$ cat config.mk
export PLATFORM = sky130hd
export DESIGN_NAME = rst_n_gen
export DESIGN_NICKNAME = d
export VERILOG_FILES = /design/src/rtl/rst_gen_pkg.sv /design/src/rtl/rst_req_debounce.sv /design/src/rtl/rst_n_gen.sv
export SDC_FILE = /design/constraint.sdc
export NUM_CORES = 1
export LEC_CHECK = 0
export BUFFER_PORTS_ARGS = -buffer_cell sky130_fd_sc_hd__buf_2
export CORE_ASPECT_RATIO = 1.25
export CORE_MARGIN = 2
export CORE_UTILIZATION = 45
export DETAILED_ROUTE_END_ITERATION = 7
export PLACE_DENSITY = 0.66
export SYNTH_ARGS = -nofsm -noshare
export SYNTH_HDL_FRONTEND = slang
export SYNTH_SLANG_ARGS = --single-unit
export TNS_END_PERCENT = 1
$ cat constraint.sdc
create_clock -name i_clk -period 2.6 [get_ports i_clk]
set_clock_uncertainty 0.05 [all_clocks]
set_input_delay 0.26 -clock i_clk [delete_from_list [all_inputs] [get_ports i_clk]]
set_output_delay 0.26 -clock i_clk [all_outputs]
set_load 0.01 [all_outputs]
$ cat src/rtl/rst_gen_pkg.sv
// Shared types and default parameter values for the switch reset generator.
package rst_gen_pkg;

    typedef enum logic [1:0] {
        ST_ASSERT = 2'd0,
        ST_GUARD  = 2'd1,
        ST_RUN    = 2'd2
    } rst_state_e;

    localparam int DEF_ASSERT_CYCLES = 16;
    localparam int DEF_GUARD_CYCLES  = 4;
    localparam int DEF_DEBOUNCE      = 3;
    localparam int DEF_CNT_W         = 8;
    localparam int DEF_EVT_W         = 16;

    // Bits needed to hold 0..max_val, never less than one.
    function automatic int cnt_width(input int max_val);
        int w;
        w = $clog2(max_val + 1);
        return (w < 1) ? 1 : w;
    endfunction

endpackage

$ cat src/rtl/rst_req_debounce.sv
// Qualifies the synchronised external reset request: one pulse per run of
// DEBOUNCE consecutive high samples; a low sample re-arms it.
module rst_req_debounce
    import rst_gen_pkg::*;
#(
    parameter int DEBOUNCE = DEF_DEBOUNCE
) (
    input  logic i_clk,
    input  logic i_rst,
    input  logic i_ext_req,
    output logic o_ext_qual
);

    localparam int DW = cnt_width(DEBOUNCE);
    localparam logic [DW-1:0] DB_MAX  = DW'(DEBOUNCE);
    localparam logic [DW-1:0] DB_LAST = DW'(DEBOUNCE - 1);

    logic [DW-1:0] r_cnt;
    logic          r_qual;

    // Run-length counter saturates at DEBOUNCE so a long high level fires once.
    always_ff @(posedge i_clk) begin
        if (i_rst) begin
            r_cnt  <= {DW{1'b0}};
            r_qual <= 1'b0;
        end else if (!i_ext_req) begin
            r_cnt  <= {DW{1'b0}};
            r_qual <= 1'b0;
        end else begin
            if (r_cnt != DB_MAX) begin
                r_cnt <= r_cnt + DW'(1);
            end else begin
                r_cnt <= r_cnt;
            end
            r_qual <= (r_cnt == DB_LAST);
        end
    end

    assign o_ext_qual = r_qual;

endmodule

$ cat src/rtl/rst_n_gen.sv
// Reset generator: power-on and on-request reset sequences driving a
// registered active-low reset, with busy/done status and an event counter.
module rst_n_gen
    import rst_gen_pkg::*;
#(
    parameter int ASSERT_CYCLES = DEF_ASSERT_CYCLES,
    parameter int GUARD_CYCLES  = DEF_GUARD_CYCLES,
    parameter int DEBOUNCE      = DEF_DEBOUNCE,
    parameter int CNT_W         = DEF_CNT_W,
    parameter int EVT_W         = DEF_EVT_W
) (
    input  logic             i_clk,
    input  logic             i_rst,
    input  logic             i_sw_req,
    input  logic             i_ext_req,
    input  logic [CNT_W-1:0] i_hold_len,
    output logic             o_rst_n,
    output logic             o_busy,
    output logic             o_rst_done,
    output logic [EVT_W-1:0] o_rst_events
);

    localparam logic [CNT_W-1:0] C_ONE      = CNT_W'(1);
    localparam logic [CNT_W-1:0] C_ZERO     = {CNT_W{1'b0}};
    localparam logic [CNT_W-1:0] DEF_HOLD   = CNT_W'(ASSERT_CYCLES);
    localparam logic [CNT_W-1:0] GUARD_LAST = CNT_W'(GUARD_CYCLES - 1);
    localparam logic [EVT_W-1:0] EVT_MAX    = {EVT_W{1'b1}};

    rst_state_e       r_state;
    rst_state_e       w_state_nxt;
    logic [CNT_W-1:0] r_cnt;
    logic [CNT_W-1:0] w_cnt_nxt;
    logic [CNT_W-1:0] r_hold;
    logic [CNT_W-1:0] w_hold_nxt;
    logic [CNT_W-1:0] w_hold_sel;
    logic             r_rst_n;
    logic             w_rst_n_nxt;
    logic             r_busy;
    logic             w_busy_nxt;
    logic             r_done;
    logic             w_done_nxt;
    logic [EVT_W-1:0] r_events;
    logic [EVT_W-1:0] w_events_nxt;
    logic             w_ext_qual;
    logic             w_req;

    rst_req_debounce #(
        .DEBOUNCE (DEBOUNCE)
    ) u_debounce (
        .i_clk      (i_clk),
        .i_rst      (i_rst),
        .i_ext_req  (i_ext_req),
        .o_ext_qual (w_ext_qual)
    );

    // Both sources merge into one request, so coincident requests start one sequence.
    assign w_req      = i_sw_req | w_ext_qual;
    assign w_hold_sel = (i_hold_len != C_ZERO) ? i_hold_len : DEF_HOLD;

    // State and datapath registers.
    always_ff @(posedge i_clk) begin
        if (i_rst) begin
            r_state  <= ST_ASSERT;
            r_cnt    <= C_ZERO;
            r_hold   <= DEF_HOLD;
            r_rst_n  <= 1'b0;
            r_busy   <= 1'b1;
            r_done   <= 1'b0;
            r_events <= {EVT_W{1'b0}};
        end else begin
            r_state  <= w_state_nxt;
            r_cnt    <= w_cnt_nxt;
            r_hold   <= w_hold_nxt;
            r_rst_n  <= w_rst_n_nxt;
            r_busy   <= w_busy_nxt;
            r_done   <= w_done_nxt;
            r_events <= w_events_nxt;
        end
    end

    // Next state: a request restarts the sequence from any state.
    always_comb begin
        w_state_nxt = r_state;
        case (r_state)
            ST_ASSERT: begin
                if (w_req) begin
                    w_state_nxt = ST_ASSERT;
                end else if (r_cnt == r_hold - C_ONE) begin
                    w_state_nxt = ST_GUARD;
                end else begin
                    w_state_nxt = ST_ASSERT;
                end
            end
            ST_GUARD: begin
                if (w_req) begin
                    w_state_nxt = ST_ASSERT;
                end else if (r_cnt == GUARD_LAST) begin
                    w_state_nxt = ST_RUN;
                end else begin
                    w_state_nxt = ST_GUARD;
                end
            end
            ST_RUN: begin
                if (w_req) begin
                    w_state_nxt = ST_ASSERT;
                end else begin
                    w_state_nxt = ST_RUN;
                end
            end
            default: begin
                w_state_nxt = ST_ASSERT;
            end
        endcase
    end

    // Next values of counter, hold length and the registered outputs.
    always_comb begin
        w_cnt_nxt    = r_cnt;
        w_hold_nxt   = r_hold;
        w_events_nxt = r_events;
        if (w_req || (w_state_nxt != r_state) || (r_state == ST_RUN)) begin
            w_cnt_nxt = C_ZERO;
        end else begin
            w_cnt_nxt = r_cnt + C_ONE;
        end
        if (w_req) begin
            w_hold_nxt = w_hold_sel;
        end else begin
            w_hold_nxt = r_hold;
        end
        w_rst_n_nxt = (w_state_nxt != ST_ASSERT);
        w_busy_nxt  = (w_state_nxt != ST_RUN);
        w_done_nxt  = (r_state == ST_GUARD) && (w_state_nxt == ST_RUN);
        if (w_done_nxt && (r_events != EVT_MAX)) begin
            w_events_nxt = r_events + EVT_W'(1);
        end else begin
            w_events_nxt = r_events;
        end
    end

    assign o_rst_n      = r_rst_n;
    assign o_busy       = r_busy;
    assign o_rst_done   = r_done;
    assign o_rst_events = r_events;

endmodule
==> results.json <==
{
  "postSynthAreaPerCell_um2": 8.59,
  "grt_usage_pct": 16.8,
  "clock_power_share_pct": 41.0,
  "crit_path_start_kind": "flop",
  "p_switching_w": 0.000272,
  "place_hpwl_mm": 2.96,
  "pin_count": 31,
  "crit_family": "simple AND/OR/NAND/NOR gates",
  "clkTransAtPathRegs_ps": 80,
  "routabilityCongestion": 0.812,
  "ys_types": 43,
  "cts_root_buffer": "clkbuf_8",
  "placed_area_mm2": 0.00218,
  "finalPower_w": 0.00121,
  "cts_max_level": 2,
  "slew_headroom_pct": 58.4,
  "grt_max_degree": 32,
  "viasPerCell": 5.16,
  "fin_nets": 279,
  "hold_viol_final": 0,
  "synth_ff_type": "dfxtp_1",
  "fin_crit_sh_pct": 87.6,
  "die_h_um": 78.6,
  "maxCapViolations": 0,
  "syn_to_final_growth_pct": 14.7,
  "worst-setup-path-type": "reg2reg",
  "floorplan.initialDensity_pct": 45.9,
  "powerDensity_mw_per_mm2": 529,
  "synthCells": 233,
  "critPathRequiredTime_ps": 2770,
  "ant_nets": 0,
  "grt_first_pass_wirelength_mm": 6.65,
  "power_leakage_nw": 0.938,
  "final_cell_area_mm2": 0.00229,
  "cp_max_fo": 8,
  "hold_class": "in2reg",
  "fin_crit_ps": 2280,
  "drive_above_1_share_pct": 19.0,
  "preCtsSetupSlack_ps": 345,
  "postCtsSetupBuffers": 0,
  "cp_cell_sequence": "ha_1 -> nor4b_4 -> nand4_4 -> a2111o_1 -> or3_1 -> a21oi_1",
  "clk_path_buf_depth": 2,
  "clock_sinks": 40,
  "coreArea_mm2": 0.00436,
  "ys_top_cells_by_area": "dfxtp_1 (40%), xor2_1 (7.9%), nor2_1 (6.6%), nand2_1 (5.4%), xnor2_1 (4.4%)",
  "worst_slack_ps": 322,
  "peakVddDrop_mv": 0.333,
  "timing.reg2reg.setup_slack_ps": 320,
  "antenna_cells": 0,
  "io_buffers": 30,
  "synth_edf_count": 0,
  "max_freq_ghz": 0.439,
  "clkLatencyLatePin_ps": 290,
  "rsz0062_at_grt": "false",
  "synth.largest_area_cell": "dfxtp_1",
  "pwr-share-comb_pct": 6.6,
  "first_global_vias": 1492,
  "drc_errors": 0,
  "rows": 27,
  "cpPeakStageDelay_ps": 490,
  "ys_seq_elements": 40,
  "holdBufCountCts": 0,
  "cp-end-kind": "flop",
  "finalSetupTns_ps": 0,
  "status": "complete, no violations",
  "setup_violations": 0,
  "ys_async_sr_fraction_pct": 0,
  "wire_per_inst_um": 12.2,
  "crit_slowest_cell": "a2111o_1",
  "synth_nets": 250,
  "yosysTopAreaCellShare_pct": 40.0,
  "cp.arrival_ps": 2450,
  "antenna_found_initial": 0,
  "drtIter0Drc": 80,
  "path_buf_inv": 0,
  "cts_made_buffers": 5,
  "synth_seq_area_share_pct": 40.0,
  "seqPwrFrac_pct": 52.4,
  "tightest_slew_ps": 623,
  "p_int_w": 0.000941,
  "p_sw_share_pct": 22.5,
  "vias": 1657,
  "post_cts_resized": 0,
  "tritoncts": "done",
  "synthesis.area_mm2": 0.00200,
  "first_pass_iters": 4,
  "dieArea_mm2": 0.00500,
  "yosysWarnings": 0,
  "die_w_um": 63.6,
  "drv_slew": 0,
  "drt_wl_total_mm": 3.92,
  "grt_overflow": 0
}
==> synthesized netlist by cell type, types with 3 or more instances <==
master / n
and4_1: 4
nor2_1: 35
clkbuf_1: 5
or3_1: 3
xnor2_1: 10
xor2_1: 18
and3_1: 4
dfxtp_1: 40
nor3_1: 5
ha_1: 5
a21oi_1: 15
nand3_1: 8
inv_1: 6
a211oi_1: 3
mux2i_1: 3
o21ai_0: 4
nand4_1: 4
nor4_1: 3
nand2_1: 29
==> routing by layer <==
metal  wire (um)  global-route usage (%)  up-vias
met3         104                    4.73        6
met1        1810                    19.7      762
met5           0                       0        -
met2        1950                    29.1       21
met4          63                    5.87        0
li1            -                       -      868
==> per-stage QoR <==
stage / hold WS [ps] / util (%) / instances
6_report: 172 / 52.7 / 321
2_1_floorplan: 350 / - / 233
3_3_place_gp: 404 / 50.1 / 313
4_1_cts: 166 / 52.7 / 321
5_1_grt: 169 / 52.7 / 321
3_5_place_dp: 415 / 50.1 / 313
==> layout make-up <==
class | instances | area [um^2]
Fill cell | 419 | 2060
Tap cell | 58 | 72.6
Multi-Input combinational cell | 179 | 1140
Clock buffer | 5 | 68.8
Inverter | 6 | 22.5
Sequential cell | 40 | 801
Timing Repair Buffer | 30 | 150
Clock inverter | 3 | 42.5
==> worst paths after layout <==
kind,end,cells past startpoint,from
worst max register to register,o_rst_events[7]$_SDFFE_PP0P_,6,r_cnt[0]$_SDFF_PP0_
worst max-delay path,o_rst_events[7]$_SDFFE_PP0P_,6,r_cnt[0]$_SDFF_PP0_
worst min register to register,r_hold[7]$_SDFFE_PP0N_,2,r_hold[7]$_SDFFE_PP0N_
worst min-delay path,r_hold[4]$_SDFFE_PP1N_,3,i_hold_len[4]
==> worst reg2reg max path, cell delays in order, from the launching register on <==
cell      delay, ps
dfxtp_1         400
ha_1            270
nor4b_4         290
nand4_4         200
a2111o_1        490
or3_1           370
a21oi_1         140
==> power by group through the flow <==
stage	Clock, W	Combinational (W)	Sequential, W
floorplan	0	0.0000599	0.000645
global placement	0	0.0000800	0.000650
detailed placement	0	0.0000806	0.000650
CTS	0.000514	0.0000811	0.000636
global route	0.000542	0.0000910	0.000637
finish	0.000498	0.0000795	0.000636
==> registers in the layout (all words and copies together), names as in the netlist, 2 cells and up <==
| name | flops |
|---|---|
| o_rst_events | 16 |
| r_hold | 8 |
| r_cnt | 8 |
| r_state | 2 |
| u_debounce.r_cnt | 2 |
==> kinds of logic (layout without fill, tap and decap cells) <==
family / count (synthesis) / in the layout / synth area share, %
and+or+nand+nor: 107 / 107 / 27.8
buffers and inverters: 14 / 44 / 3.13
adders and majority gates: 5 / 5 / 3.13
AOI/OAI and AO/OA: 36 / 36 / 12.2
xor gates and xnor gates: 28 / 28 / 12.3
DFF: 40 / 40 / 40.0
muxes: 3 / 3 / 1.50
==> layout by cell type, fill, tap and decap left out, types with 2 or more instances in the layout <==
cell type / instances
dfxtp_1: 40
nor2_1: 35
buf_2: 30
nand2_1: 29
xor2_1: 18
a21oi_1: 15
xnor2_1: 10
nand3_1: 8
inv_1: 6
nor3_1: 5
ha_1: 5
clkbuf_8: 5
nand4_1: 4
and3_1: 4
and4_1: 4
o21ai_0: 4
mux2i_1: 3
nor4_1: 3
a211oi_1: 3
or3_1: 3
nor3b_1: 2
o21bai_1: 2
and2_2: 2
a211o_1: 2
a2111oi_0: 2
No activity file was read; power rests on OpenSTA's default activity.
